### src/rtl/had_mult_pkg.sv
// Shared constants and saturation helpers for the Hadamard multiplier.
package had_mult_pkg;

  localparam int unsigned HM_LANES = 4;
  localparam int unsigned HM_W     = 4;
  localparam int unsigned HM_FRAC  = 1;

  // Largest value representable in a signed w-bit lane.
  function automatic int sat_max(input int unsigned w);
    return (1 <<< (w - 1)) - 1;
  endfunction

  // Smallest value representable in a signed w-bit lane.
  function automatic int sat_min(input int unsigned w);
    return -(1 <<< (w - 1));
  endfunction

endpackage

### src/rtl/had_mult_lane.sv
// One lane: rescale a 2W-bit product by FRAC, range-check and narrow to W bits.
// HAD_MULT_SAT_EN selects clamping on overflow; otherwise the result wraps.
module had_mult_lane
  import had_mult_pkg::*;
#(
  parameter int unsigned W    = HM_W,
  parameter int unsigned FRAC = HM_FRAC
) (
  input  logic [2*W-1:0] p,
  output logic [W-1:0]   z_c,
  output logic           ovf_c
);

  logic signed [2*W-1:0] s;
  logic                  fits;

  assign s = $signed(p) >>> FRAC;

  // In range when every bit above the lane sign bit equals it.
  assign fits  = (s[2*W-1:W-1] == {(W+1){s[W-1]}});
  assign ovf_c = !fits;

`ifdef HAD_MULT_SAT_EN
  always_comb begin
    z_c = s[W-1:0];
    if (!fits) begin
      z_c = s[2*W-1] ? W'(sat_min(W)) : W'(sat_max(W));
    end
  end
`else
  assign z_c = s[W-1:0];
`endif

endmodule

### src/rtl/had_mult_pipe.sv
// Two-stage pipelined element-wise fixed-point multiplier with valid/ready flow control.
// Build option HAD_MULT_SAT_EN: saturate overflowing lanes instead of wrapping.
module had_mult_pipe
  import had_mult_pkg::*;
#(
  parameter int unsigned LANES = HM_LANES,
  parameter int unsigned W     = HM_W,
  parameter int unsigned FRAC  = HM_FRAC
) (
  input  logic               clk,
  input  logic               rst,
  input  logic               in_valid,
  output logic               in_ready,
  input  logic [LANES*W-1:0] x,
  input  logic [LANES*W-1:0] y,
  output logic               out_valid,
  input  logic               out_ready,
  output logic [LANES*W-1:0] z,
  output logic [LANES-1:0]   ovf
);

  localparam int unsigned PW = 2 * W;

  logic                  s1_valid;
  logic [LANES*PW-1:0]   s1_p;
  logic [LANES*PW-1:0]   prod_c;
  logic [LANES*W-1:0]    lane_z_c;
  logic [LANES-1:0]      lane_ovf_c;
  logic                  s2_load;
  logic                  s1_load;

  assign s2_load  = !out_valid || out_ready;
  assign s1_load  = !s1_valid || s2_load;
  assign in_ready = !rst && s1_load;

  // Lane 0 sits in the MSBs of every packed vector.
  for (genvar i = 0; i < int'(LANES); i++) begin : g_lane
    localparam int unsigned XH = (LANES - i) * W - 1;
    localparam int unsigned PH = (LANES - i) * PW - 1;

    logic signed [PW-1:0] xa;
    logic signed [PW-1:0] ya;

    assign xa = PW'($signed(x[XH -: W]));
    assign ya = PW'($signed(y[XH -: W]));
    assign prod_c[PH -: PW] = xa * ya;

    had_mult_lane #(
      .W    (W),
      .FRAC (FRAC)
    ) u_lane (
      .p     (s1_p[PH -: PW]),
      .z_c   (lane_z_c[XH -: W]),
      .ovf_c (lane_ovf_c[LANES-1-i])
    );
  end

  // Stage 1: full-precision products.
  always_ff @(posedge clk or posedge rst) begin
    if (rst) begin
      s1_valid <= 1'b0;
      s1_p     <= '0;
    end else if (s1_load) begin
      s1_valid <= in_valid;
      if (in_valid) begin
        s1_p <= prod_c;
      end
    end
  end

  // Stage 2: narrowed results, held until accepted downstream.
  always_ff @(posedge clk or posedge rst) begin
    if (rst) begin
      out_valid <= 1'b0;
      z         <= '0;
      ovf       <= '0;
    end else if (s2_load) begin
      out_valid <= s1_valid;
      if (s1_valid) begin
        z   <= lane_z_c;
        ovf <= lane_ovf_c;
      end
    end
  end

endmodule

### config.mk
export PLATFORM = sky130hd
export DESIGN_NAME = had_mult_pipe
export DESIGN_NICKNAME = d
export VERILOG_FILES = /design/src/rtl/had_mult_pkg.sv /design/src/rtl/had_mult_lane.sv /design/src/rtl/had_mult_pipe.sv
export SDC_FILE = /design/constraint.sdc
export NUM_CORES = 1
export LEC_CHECK = 0
export CAP_MARGIN = 5
export CORE_MARGIN = 3
export CORE_UTILIZATION = 47
export CTS_BUF_LIST = sky130_fd_sc_hd__clkbuf_16
export DETAILED_ROUTE_END_ITERATION = 8
export PLACE_DENSITY = 0.73
export SLEW_MARGIN = 20
export SYNTH_ARGS = -nofsm -noshare
export SYNTH_HDL_FRONTEND = slang
export SYNTH_SLANG_ARGS = --single-unit
### constraint.sdc
create_clock -name clk -period 2.1 [get_ports clk]
set_input_delay 0.21 -clock clk [delete_from_list [all_inputs] [get_ports clk]]
set_output_delay 0.21 -clock clk [all_outputs]
set_load 0.05 [all_outputs]
# Word-level counts from Yosys, hierarchy flattened

Cells that the tools add are included.

Input port bits: 36
Bits in registers: 54
Word-level logic and storage cells: 25
Output and inout port bits: 22

Reduce and logical (&&, ||, !) cells: 12
$mul: 4
Eq/ne operators: 4

Operator list:

| operator                  | count |
|---|---|
| multiplier 4 x 4 -> 8 bit | 4 |
| == test 4 bit             | 4 |
| zero test 1 bit           | 7 |
| AND reduction 2 bit       | 2 |
| logical OR 1 bit          | 2 |
| logical AND 1 bit         | 1 |

# Logic depth before layout (Yosys ltp)

Depth after elaboration: 4
Mapped depth: 13
Gate-level depth less buffers: 13

# Modules after synthesis

Synthesis repeated with hierarchy kept, for this count alone.

Cells, all modules: 433
Area, all modules: 4,469.3 µm²

By module, submodules not included:

| module        | sequential area each (µm²) | area each (µm²) | times used | cells each |
|---|---|---|---|---|
| had_mult_pipe | 1,351.3                    | 4,249.1         | 1          | 405 |
| had_mult_lane | 0.0                        | 55.1            | 4          | 7 |

# Worst setup path after synthesis

No wires, ideal clock.

Kind: input port to flip-flop
Start: in x[8]
End: reg s1_p[23]
Setup slack: -1,080 ps
Library setup time: 69 ps
Path buffers: 0
Data required time: 2,031 ps
Stages on the path: 12
Arrival time: 3,111 ps
Cells stage by stage: nand2b_1 > fa_1 > inv_1 > fa_1 > fa_1 > ha_1 > inv_1 > fa_1 > and2b_2 > o21ai_4 > a211oi_1 > nand3b_1

Word-level cells in the longest chain between the ends: 1

Ends and longest elaborated chain:

| element                   | RTL line            | text |
|---|---|---|
| from (decl)               | had_mult_pipe.sv:14 | `input logic [LANES*W-1:0] x,` |
| multiplier 4 x 4 -> 8 bit | had_mult_pipe.sv:46 | `assign prod_c[PH -: PW] = xa * ya;` |
| to (signal assigned)      | had_mult_pipe.sv:66 | `s1_p <= prod_c;` |
| to (decl)                 | had_mult_pipe.sv:25 | `logic [LANES*PW-1:0] s1_p;` |

No other way between the ends.
A chain may end at the register's enable or synchronous reset.

# Worst setup path in the final report

Ends and elaborated chain as after synthesis.

==> flow_metrics.py <==
metrics = {
    "layout": {
        "multi_input_area_mm2": 0.00312,
        "final_cells": 635,
        "drive_gt1_share_pct": 36.0,
        "antenna_cells": 0,
        "area_delta_synth_final_pct": 40.9,
        "regArea_mm2": 0.00125,
        "fillerInstances": 632,
        "fin_nets": 649,
    },
    "detailed_routing": {
        "drt-initial-drc-count": 121,
        "dr.pass1.iters": 4,
        "wl_mm": 9.10,
        "viasPerCell": 5.05,
        "drc": 0,
        "wl_per_cell_um": 14.3,
        "final_antenna_net_count": 0,
        "vias": 3207,
    },
    "critical_path": {
        "rr_worst_depth": 4,
        "cp.required_ns": 2.32,
        "rrSetupSlack_ns": 0.50,
        "cp_max_fo": 3,
        "endpoint_kind": "flip-flop",
        "worstPathArrival_ns": 3.20,
        "path_class": "input port to flip-flop",
        "r2r-start": "out_valid",
        "crit_chain": "buf_6 -> nand2b_4 -> fa_1 -> inv_2 -> fa_1 -> fa_2 -> ha_4 -> inv_2 -> fa_2 -> and2b_2 -> o21ai_4 -> a211oi_2 -> nand3b_1",
        "cp-start-kind": "input port",
        "cpMaxStageDelayCell": "fa_2",
        "cpPeakStageDelay_ns": 0.62,
        "r2r-end": "s1_p[31]",
    },
    "place": {
        "pre_cts_ws_ns": -1.59,
        "gp_congestion": 0.774,
        "placed_cells": 613,
        "dpl.hpwl_mm": 6.91,
        "portBuffers": 57,
    },
    "timing": {
        "hold_slack_ns": 0.369,
        "setup_violations": 20,
        "final.setup_skew_ns": 0.00472,
        "tightest_slew_ns": 0.771,
        "period_share_pct": 142,
        "fin_crit_ns": 2.98,
        "slew_headroom_pct": 48.6,
        "maxSlewViolCount": 0,
        "setup_slack_ns": -0.881,
        "hold_viol": 0,
        "clock.fmax_mhz": 335,
        "tns_ns": -10.23,
        "grt_setup_unrepaired": "true",
    },
    "grt": {
        "grt_overflow": 0,
        "grt_usage_pct": 19.2,
        "antenna_found_initial": 0,
        "grt_start_max_net_pins": 51,
        "grt_pass1_vias": 3570,
        "grt_pass1_wl_mm": 15.8,
    },
    "synth": {
        "syn_inst": 403,
        "ys_seq_area_share_pct": 29.6,
        "synth_compound_area_share_pct": 4.80,
        "synth_area_leaders": "dfrtp_1, fa_1, ha_1",
        "yosys_warnings": 0,
        "synth_cell_types": 30,
        "avgSynthCellArea_um2": 10.5,
        "synth_top_family_by_area": "adder cells",
        "synth_xor_area_share_pct": 6.19,
        "syn-cell-area_mm2": 0.00422,
        "synth.mux.area_fraction_pct": 5.33,
        "synthAdderAreaFrac_pct": 31.3,
        "synth_nets": 523,
        "synthSimpleGateAreaFrac_pct": 17.5,
        "synth-seq-cells": 50,
        "yosysTopAreaCell": "dfrtp_1",
        "synth_top_area_share_pct": 29.6,
    },
    "min_path": {
        "whs_path_depth": 5,
        "hold_end": "s1_p[17]",
        "hp-start": "x[8]",
        "hold_class": "input port to flip-flop",
    },
    "floorplanning": {
        "die_height_um": 101,
        "die_w_um": 101,
        "core-area_mm2": 0.00846,
        "row_count": 33,
        "dieArea_mm2": 0.0102,
        "ios": 58,
        "start_util_pct": 49.9,
    },
    "power_and_ir_drop": {
        "p_leak_nw": 2.94,
        "p_per_area_mw_per_mm2": 848,
        "ir_drop_v": 0.000462,
    },
    "run_status": {
        "outcome": "finished with violations",
        "failed_checks": "setup timing",
    },
    "clock_network": {
        "cts_tree": "built",
        "clock-sinks": 50,
        "htree_levels": 2,
        "clk_pin_slew_ns": 0.07,
        "clk_latency_ns": 0.29,
        "cts-root-buf": "clkbuf_16",
        "cts_buffer_depth": 2,
        "cts_buffers": 5,
    },
    "run": {
        "drv_cap": 0,
    },
}
timing repair:
action	in CTS	in global routing
gates resized for setup	167	16
hold buffers	0	0
setup buffers	10	6
hold endpoints to repair	0	0
pin swaps	80	44
endpoints found under the setup margin	20	20
stage by stage:
step | utilization (%) | cell area (um^2) | power (mW)
floorplan | - | 4380 | 3.16
global placement | 64.6 | 5470 | 3.94
detailed placement | 64.6 | 5470 | 4.04
CTS | 69.4 | 5870 | 5.03
global route | 70.3 | 5950 | 5.40
finish | 70.3 | 5950 | 5.05
sequential cells by signal, indices dropped and copies added (netlist names):
name       cells
ovf            4
out_valid      1
s1_p          28
s1_valid       1
z             16
synthesized netlist by cell type:
master / count
a211oi_1: 3
a21o_1: 5
a21oi_1: 5
and2_1: 34
and2b_2: 2
buf_2: 5
buf_6: 1
buf_8: 1
clkbuf_1: 1
dfrtp_1: 50
fa_1: 36
ha_1: 48
inv_1: 45
mux2_1: 16
mux2_2: 4
nand2_1: 72
nand2_2: 3
nand2_4: 1
nand2b_1: 7
nand3b_1: 3
nand3b_2: 1
nand4_1: 7
nor2b_1: 9
o21ai_1: 17
o21ai_4: 2
or4_1: 4
xnor2_1: 6
xnor2_2: 3
xnor3_1: 4
xor2_1: 8
critical path, delay by kind of cell:
family          cells  cell delay, ns
buf+inv             3            0.17
compound gates      2            0.24
fa+ha+maj           5            2.09
simple gates        3            0.49
placed cells by master, fill, tap and decap left out, drive strengths merged, types with 5 or more instances in the layout:
cell type	netlist	routed
nand2b	7	7
dfrtp	50	50
nand2	76	76
clkdlybuf4s50	0	28
o21ai	19	19
mux2	20	20
a21oi	5	5
nand4	7	7
nor2b	9	9
inv	45	45
xor2	8	8
fa	36	36
xnor2	9	9
ha	48	48
and2	34	34
clkbuf	1	5
a21o	5	5
buf	7	95
layout make-up:
| class | instances | area share [%] |
|---|---|---|
| Tap cell | 105 | 2.21 |
| Sequential cell | 50 | 21.0 |
| Inverter | 45 | 2.84 |
| Clock inverter | 3 | 0.273 |
| Timing Repair Buffer | 127 | 19.1 |
| Clock buffer | 5 | 2.10 |
| Multi-Input combinational cell | 300 | 52.4 |
cells by family after synthesis:
kind of cell	Yosys count
adders and majority gates	84
AOI/OAI and AO/OA	32
buffers and inverters	53
muxes	20
and+or+nand+nor	143
DFF	50
xor gates and xnor gates	21
how the worst max path moves through the flow:
stage | from | endpoint | slack, ns
3_5_place_dp | y[9] | s1_p[23] | -1.59
6_report | x[8] | s1_p[23] | -0.88
5_1_grt | x[8] | s1_p[23] | -0.95
3_3_place_gp | y[9] | s1_p[23] | -1.51
4_1_cts | x[0] | s1_p[7] | -0.90
2_1_floorplan | x[8] | s1_p[23] | -0.95
power by group:
group          total [mW]  internal [mW]  switching (mW)
combinational        2.74           1.27            1.48
sequential           1.53           1.30           0.228
clock               0.781          0.435           0.346
total                5.05           3.00            2.05
routing by layer:
layer	track usage, %	vias to the layer above	routed length (um)
met5	0	-	0
met4	5.70	0	112
met3	1.59	7	201
met2	35.8	47	4950
met1	23.3	1594	3840
li1	-	1559	-
No activity file was read; power rests on OpenSTA's default activity.
